`config.mk`:
```
export PLATFORM = sky130hd
export DESIGN_NAME = axi_lite_master_if
export DESIGN_NICKNAME = d
export VERILOG_FILES = /design/src/rtl/axi_lite_pkg.sv /design/src/rtl/axi_lite_timeout_ctr.sv /design/src/rtl/axi_lite_master_if.sv
export SDC_FILE = /design/constraint.sdc
export NUM_CORES = 1
export LEC_CHECK = 0
export ABC_CLOCK_PERIOD_IN_PS = 2170
export CAP_MARGIN = 0
export CORE_AREA = 2 2 113 115
export CTS_BUF_LIST = sky130_fd_sc_hd__clkbuf_8 sky130_fd_sc_hd__clkbuf_16
export CTS_CLUSTER_SIZE = 12
export DETAILED_ROUTE_END_ITERATION = 6
export DIE_AREA = 0 0 115 117
export PLACE_DENSITY = 0.8
export SYNTH_ARGS = -nofsm -noshare
export SYNTH_HDL_FRONTEND = slang
export SYNTH_SLANG_ARGS = --single-unit
```
`constraint.sdc`:
```
create_clock -name clk -period 2.17 [get_ports clk]
set_input_delay 0.434 -clock clk [delete_from_list [all_inputs] [get_ports clk]]
set_output_delay 0.434 -clock clk [all_outputs]
set_load 0.005 [all_outputs]
```
`src/rtl/axi_lite_pkg.sv`:
```
// Shared AXI-Lite master types: response codes and master FSM states.
// Error classification is common to the write and read response paths.
package axi_lite_pkg;

  localparam logic [1:0] RESP_OKAY   = 2'b00;
  localparam logic [1:0] RESP_EXOKAY = 2'b01;
  localparam logic [1:0] RESP_SLVERR = 2'b10;
  localparam logic [1:0] RESP_DECERR = 2'b11;

  typedef enum logic [2:0] {
    ST_IDLE,
    ST_WR_REQ,
    ST_WR_RESP,
    ST_RD_REQ,
    ST_RD_DATA,
    ST_RSP
  } mst_state_e;

  // A single-beat master never asks for exclusive access, so EXOKAY is an error too
  function automatic logic resp_err(input logic [1:0] r);
    logic e;
    e = 1'b1;
    unique case (r)
      RESP_OKAY:   e = 1'b0;
      RESP_EXOKAY,
      RESP_SLVERR,
      RESP_DECERR: e = 1'b1;
      default:     e = 1'b1;
    endcase
    return e;
  endfunction

endpackage

```
`src/rtl/axi_lite_timeout_ctr.sv`:
```
// Saturating response-timeout counter for the AXI-Lite master.
// Built only when AXI_LITE_MASTER_TIMEOUT_EN is defined.
module axi_lite_timeout_ctr #(
  parameter int TIMEOUT_CYCLES = 256
) (
  input  logic clk,
  input  logic rst_n,
  input  logic clr,
  input  logic en,
  output logic expired
);

  localparam int CW = $clog2(TIMEOUT_CYCLES);
  localparam logic [CW-1:0] LAST = CW'(TIMEOUT_CYCLES - 1);

  logic [CW-1:0] cnt;

  assign expired = (cnt == LAST);

  // Holds at LAST so the budget spans the whole transaction
  always_ff @(posedge clk or negedge rst_n) begin
    if (!rst_n) begin
      cnt <= '0;
    end else if (clr) begin
      cnt <= '0;
    end else if (en && !expired) begin
      cnt <= cnt + CW'(1);
    end
  end

endmodule

```
`src/rtl/axi_lite_master_if.sv`:
```
// Single-outstanding AXI-Lite master behind a valid/ready command port.
// Define AXI_LITE_MASTER_TIMEOUT_EN to build the response timeout.
module axi_lite_master_if #(
  parameter int DATA_WIDTH     = 32,
  parameter int ADDR_WIDTH     = 32,
  parameter int TIMEOUT_CYCLES = 256
) (
  input  logic                    clk,
  input  logic                    rst_n,
  input  logic                    cmd_valid,
  output logic                    cmd_ready,
  input  logic                    cmd_write,
  input  logic [ADDR_WIDTH-1:0]   cmd_addr,
  input  logic [DATA_WIDTH-1:0]   cmd_wdata,
  input  logic [DATA_WIDTH/8-1:0] cmd_wstrb,
  output logic                    rsp_valid,
  input  logic                    rsp_ready,
  output logic [DATA_WIDTH-1:0]   rsp_rdata,
  output logic                    rsp_error,
  output logic                    busy,
  output logic [ADDR_WIDTH-1:0]   awaddr,
  output logic [2:0]              awprot,
  output logic                    awvalid,
  input  logic                    awready,
  output logic [DATA_WIDTH-1:0]   wdata,
  output logic [DATA_WIDTH/8-1:0] wstrb,
  output logic                    wvalid,
  input  logic                    wready,
  input  logic [1:0]              bresp,
  input  logic                    bvalid,
  output logic                    bready,
  output logic [ADDR_WIDTH-1:0]   araddr,
  output logic [2:0]              arprot,
  output logic                    arvalid,
  input  logic                    arready,
  input  logic [DATA_WIDTH-1:0]   rdata,
  input  logic [1:0]              rresp,
  input  logic                    rvalid,
  output logic                    rready
);

  import axi_lite_pkg::*;

  localparam int SW = DATA_WIDTH / 8;

  mst_state_e state, nxt;

  logic                  up_q;
  logic                  aw_done, w_done;
  logic [ADDR_WIDTH-1:0] addr_q;
  logic [DATA_WIDTH-1:0] wdata_q;
  logic [SW-1:0]         wstrb_q;
  logic [DATA_WIDTH-1:0] rdata_q;
  logic                  err_q;

  logic accept;
  logic aw_hs, w_hs, aw_fin, w_fin;
  logic tmo, tmo_fire;

  assign accept = cmd_valid && cmd_ready;
  assign aw_hs  = awvalid && awready;
  assign w_hs   = wvalid && wready;
  assign aw_fin = aw_done || aw_hs;
  assign w_fin  = w_done || w_hs;

`ifdef AXI_LITE_MASTER_TIMEOUT_EN
  logic cnt_en;

  assign cnt_en = (state == ST_WR_REQ) ||
                  (state == ST_WR_RESP) ||
                  (state == ST_RD_REQ) ||
                  (state == ST_RD_DATA);

  axi_lite_timeout_ctr #(
    .TIMEOUT_CYCLES(TIMEOUT_CYCLES)
  ) u_tmo (
    .clk    (clk),
    .rst_n  (rst_n),
    .clr    (accept),
    .en     (cnt_en),
    .expired(tmo)
  );
`else
  logic unused_tmo_cfg;

  assign unused_tmo_cfg = (TIMEOUT_CYCLES > 0);
  assign tmo            = 1'b0;
`endif

  // Timeout only wins when no handshake would finish the phase anyway
  always_comb begin
    tmo_fire = 1'b0;
    unique case (1'b1)
      state == ST_WR_REQ:  tmo_fire = tmo && !(aw_fin && w_fin);
      state == ST_WR_RESP: tmo_fire = tmo && !bvalid;
      state == ST_RD_REQ:  tmo_fire = tmo && !arready;
      state == ST_RD_DATA: tmo_fire = tmo && !rvalid;
      default:             tmo_fire = 1'b0;
    endcase
  end

  always_ff @(posedge clk or negedge rst_n) begin
    if (!rst_n) begin
      state <= ST_IDLE;
    end else begin
      state <= nxt;
    end
  end

  always_comb begin
    nxt = state;
    unique case (state)
      ST_IDLE: begin
        if (accept) nxt = cmd_write ? ST_WR_REQ : ST_RD_REQ;
      end
      ST_WR_REQ: begin
        if (aw_fin && w_fin) nxt = ST_WR_RESP;
        else if (tmo_fire)   nxt = ST_RSP;
      end
      ST_WR_RESP: begin
        if (bvalid)        nxt = ST_RSP;
        else if (tmo_fire) nxt = ST_RSP;
      end
      ST_RD_REQ: begin
        if (arready)       nxt = ST_RD_DATA;
        else if (tmo_fire) nxt = ST_RSP;
      end
      ST_RD_DATA: begin
        if (rvalid)        nxt = ST_RSP;
        else if (tmo_fire) nxt = ST_RSP;
      end
      ST_RSP: begin
        if (rsp_ready) nxt = ST_IDLE;
      end
      default: nxt = ST_IDLE;
    endcase
  end

  // cmd_ready stays low during reset and rises one cycle after release
  always_comb begin
    cmd_ready = 1'b0;
    busy      = 1'b1;
    awvalid   = 1'b0;
    wvalid    = 1'b0;
    bready    = 1'b0;
    arvalid   = 1'b0;
    rready    = 1'b0;
    rsp_valid = 1'b0;
    unique case (state)
      ST_IDLE: begin
        cmd_ready = up_q;
        busy      = 1'b0;
      end
      ST_WR_REQ: begin
        awvalid = !aw_done;
        wvalid  = !w_done;
      end
      ST_WR_RESP: bready    = 1'b1;
      ST_RD_REQ:  arvalid   = 1'b1;
      ST_RD_DATA: rready    = 1'b1;
      ST_RSP:     rsp_valid = 1'b1;
      default:    busy      = 1'b1;
    endcase
  end

  always_ff @(posedge clk or negedge rst_n) begin
    if (!rst_n) begin
      up_q    <= 1'b0;
      aw_done <= 1'b0;
      w_done  <= 1'b0;
      addr_q  <= '0;
      wdata_q <= '0;
      wstrb_q <= '0;
      rdata_q <= '0;
      err_q   <= 1'b0;
    end else begin
      up_q <= 1'b1;
      if (accept) begin
        addr_q  <= cmd_addr;
        wdata_q <= cmd_wdata;
        wstrb_q <= cmd_wstrb;
        aw_done <= 1'b0;
        w_done  <= 1'b0;
      end
      if (aw_hs) aw_done <= 1'b1;
      if (w_hs)  w_done  <= 1'b1;
      if (bready && bvalid) begin
        rdata_q <= '0;
        err_q   <= resp_err(bresp);
      end else if (rready && rvalid) begin
        rdata_q <= rdata;
        err_q   <= resp_err(rresp);
      end else if (tmo_fire) begin
        rdata_q <= '0;
        err_q   <= 1'b1;
      end
    end
  end

  assign awaddr    = addr_q;
  assign araddr    = addr_q;
  assign awprot    = 3'b000;
  assign arprot    = 3'b000;
  assign wdata     = wdata_q;
  assign wstrb     = wstrb_q;
  assign rsp_rdata = rdata_q;
  assign rsp_error = err_q;

endmodule

```
==> impl_metrics.yaml, run 1 <==
critical_path:
  crit_path_start_kind: "flop"
  arrival_ps: 1700
  critPathCaptureType: "output pin"
  rr_endpoint: "araddr[28]$_DFFE_PN0P_"
  cp.required_ps: 1740
  crit_end: "awvalid"
  cp_max_fo: 7
  startpoint: "state[2]$_DFFE_PN0P_"
  worstSetupPathType: "flop to output pin"
  ff2ff_path_depth: 5
  r2r_slack_ps: 360
  r2r-start: "state[1]$_DFFE_PN0P_"
power:
  power_density_mw_per_mm2: 1420
  leakage_nw: 3.52
  ir_drop_uv: 673
  power_mw: 10.7
placed_design:
  routabilityCongestion: 0.746
  dp.cells: 672
  hpwl_mm: 8.81
  numPortBuffers: 254
min_path:
  min_path_type: "primary input to async pin"
timing:
  fin_setup_tns_ps: 0
  clock.fmax_mhz: 469
  fin_skew_ps: 8.30
  finalHoldViolations: 0
  rsz0062_at_grt: "yes"
  layout_min_cycle_time_ps: 2130
  post-route-period-util: 0.982
  finalMaxSlewViolations: 0
  setup_viol: 0
floorplan:
  core_area_mm2: 0.0123
  pin_count: 261
  rows: 41
  start_util: 0.378
  die-area_mm2: 0.0135
  die_h_um: 117
  die_w_um: 115
layout:
  nNetsFinal: 649
  final_common_cell: "clkdlybuf4s50_1"
  final_cell_mix: "clkdlybuf4s50_1, dfrtp_1, mux2_4, a22o_1, buf_4"
  final_cells: 690
  drive_gt1_frac: 0.204
  num-fill-cells: 973
  diodes: 0
  area_growth_pct: 61.7
route:
  drtAntennaViolNets: 0
  drt-initial-drc-count: 130
  drt_first_pass_iters: 4
  detail_route.wirelength_mm: 11.7
  wl_per_cell_um: 17.0
  via_per_inst: 4.73
  drc: 0
  vias: 3265
synth:
  synth-seq-cells: 107
  ys_seq_area_frac: 0.576
  synthMuxAreaShare: 0.224
  synth_compound_area_frac: 0.0791
  synth_adder_area_share: 0
  syn_inst: 303
  syn_area_mm2: 0.00465
  syn_area_per_cell_um2: 15.3
  synthSimpleGateAreaFrac: 0.0296
  ys_types: 30
  synth_xor_area_frac: 0
  yosys_warnings: 0
  synth_top_family_by_area: "multiplexers"
global_routing:
  antenna_found_initial: 0
  grt_pass1_wl_mm: 17.7
  globalRouteOverflowTotal: 0
  track_usage: 0.171
  grt_pass1_vias: 3460
  grt_max_degree: 66
clock_tree:
  insertion_delay_ps: 340
  clockBufferDepth: 2
  tritoncts: "yes"
  cts.sinks: 107
  root_buffer: "clkbuf_16"
  htreeDepth: 3
  cts_buffers: 9
  clkSlewWorstSetupHoldPaths_ps: 70
  holdBufCountCts: 0
run_status:
  outcome: "finished clean"
run:
  cap_violations: 0
## per-stage QoR
step / hold WS [ps] / setup WS [ps] / area [um^2] / utilization
finish: 77.8 / 39.7 / 7520 / 0.611
global route: 84.2 / -44.8 / 7520 / 0.611
CTS: 73.9 / -1.04 / 7510 / 0.610
detailed placement: 444 / 243 / 7130 / 0.579
global placement: 444 / 277 / 7130 / 0.579
floorplan: 138 / 552 / 4670 / -
## cell usage after synthesis (all sizes together)
library cell	n	area share
nand2	6	0.0065
o31ai	1	0.0016
dfrtp	107	0.58
a22o	34	0.064
inv	3	0.0024
mux2i	1	0.0022
or3	1	0.0024
a21oi	3	0.0032
o211ai	1	0.0016
o221ai	1	0.0019
clkbuf	2	0.0016
a32oi	1	0.0019
or2	1	0.0013
and2	3	0.0040
nand2b	2	0.0027
a22oi	1	0.0016
mux2	69	0.22
conb	2	0.0016
nor2b	1	0.0013
a222oi	1	0.0022
nor3b	2	0.0032
nor2	6	0.0065
and2b	1	0.0016
o21ai	1	0.0011
buf	52	0.086
## worst max-delay path, stage by stage, from the launching register on
cell	delay [ps]
dfrtp_2	450
nor2_2	140
nand2_1	80
nor2_1	140
clkdlybuf4s50_1	540
## worst min path at each step
stage / start / end / slack, ps
after floorplan: rst_n / araddr[0]$_DFFE_PN0P_ / 140
after global placement: rst_n / araddr[27]$_DFFE_PN0P_ / 440
after detailed placement: rst_n / araddr[28]$_DFFE_PN0P_ / 440
after CTS: rst_n / wdata[2]$_DFFE_PN0P_ / 70
after global routing: rst_n / araddr[28]$_DFFE_PN0P_ / 80
final: rst_n / wdata[2]$_DFFE_PN0P_ / 80
## sequential cells by signal (all words and copies together) (netlist names)
register,count
araddr,32
aw_done,1
rsp_error,1
rsp_rdata,32
state,3
up_q,1
w_done,1
wdata,32
wstrb,4
## power breakdown
group          switching, mW  internal, mW  total, mW
Clock                  0.731          1.14       1.87
Combinational           1.45          3.69       5.13
Sequential             0.706          3.00       3.71
## layer usage
metal  share of wire  GRT usage
met3           0.082     0.0469
met2            0.51      0.295
met1            0.38      0.199
met4           0.023     0.0763
met5               0          0
## final cells by class
cell class,instances,area [um^2],share of cell area
repair buffers,270,2700,0.360
flip-flops and latches,107,2680,0.356
multi-input cells,144,1590,0.211
clock buffers,9,225,0.0299
well taps,150,188,0.0250
clock inverters,7,124,0.0165
inverters,3,11.3,0.00150
## kinds of logic after synthesis
group | Yosys count
multiplexers | 70
other | 2
buffers and inverters | 57
flip-flops | 107
AND/OR/NAND/NOR | 23
AO/OA/AOI/OAI | 44
## timing repair
item | in CTS | in global routing
pin swaps | 0 | 0
setup endpoints to repair | 4 | 5
gates resized for setup | 5 | 5
setup buffers | 2 | 0
No activity file was read; power rests on OpenSTA's default activity.
==> run 2: changes to the inputs <==
SYNTH_HIERARCHICAL = 1   (was unset)
==> results of run 2 <==
No change in the layout: final DEF, timing and power equal those of run 1.
Main changes from that run: Yosys warning count 0 -> 6
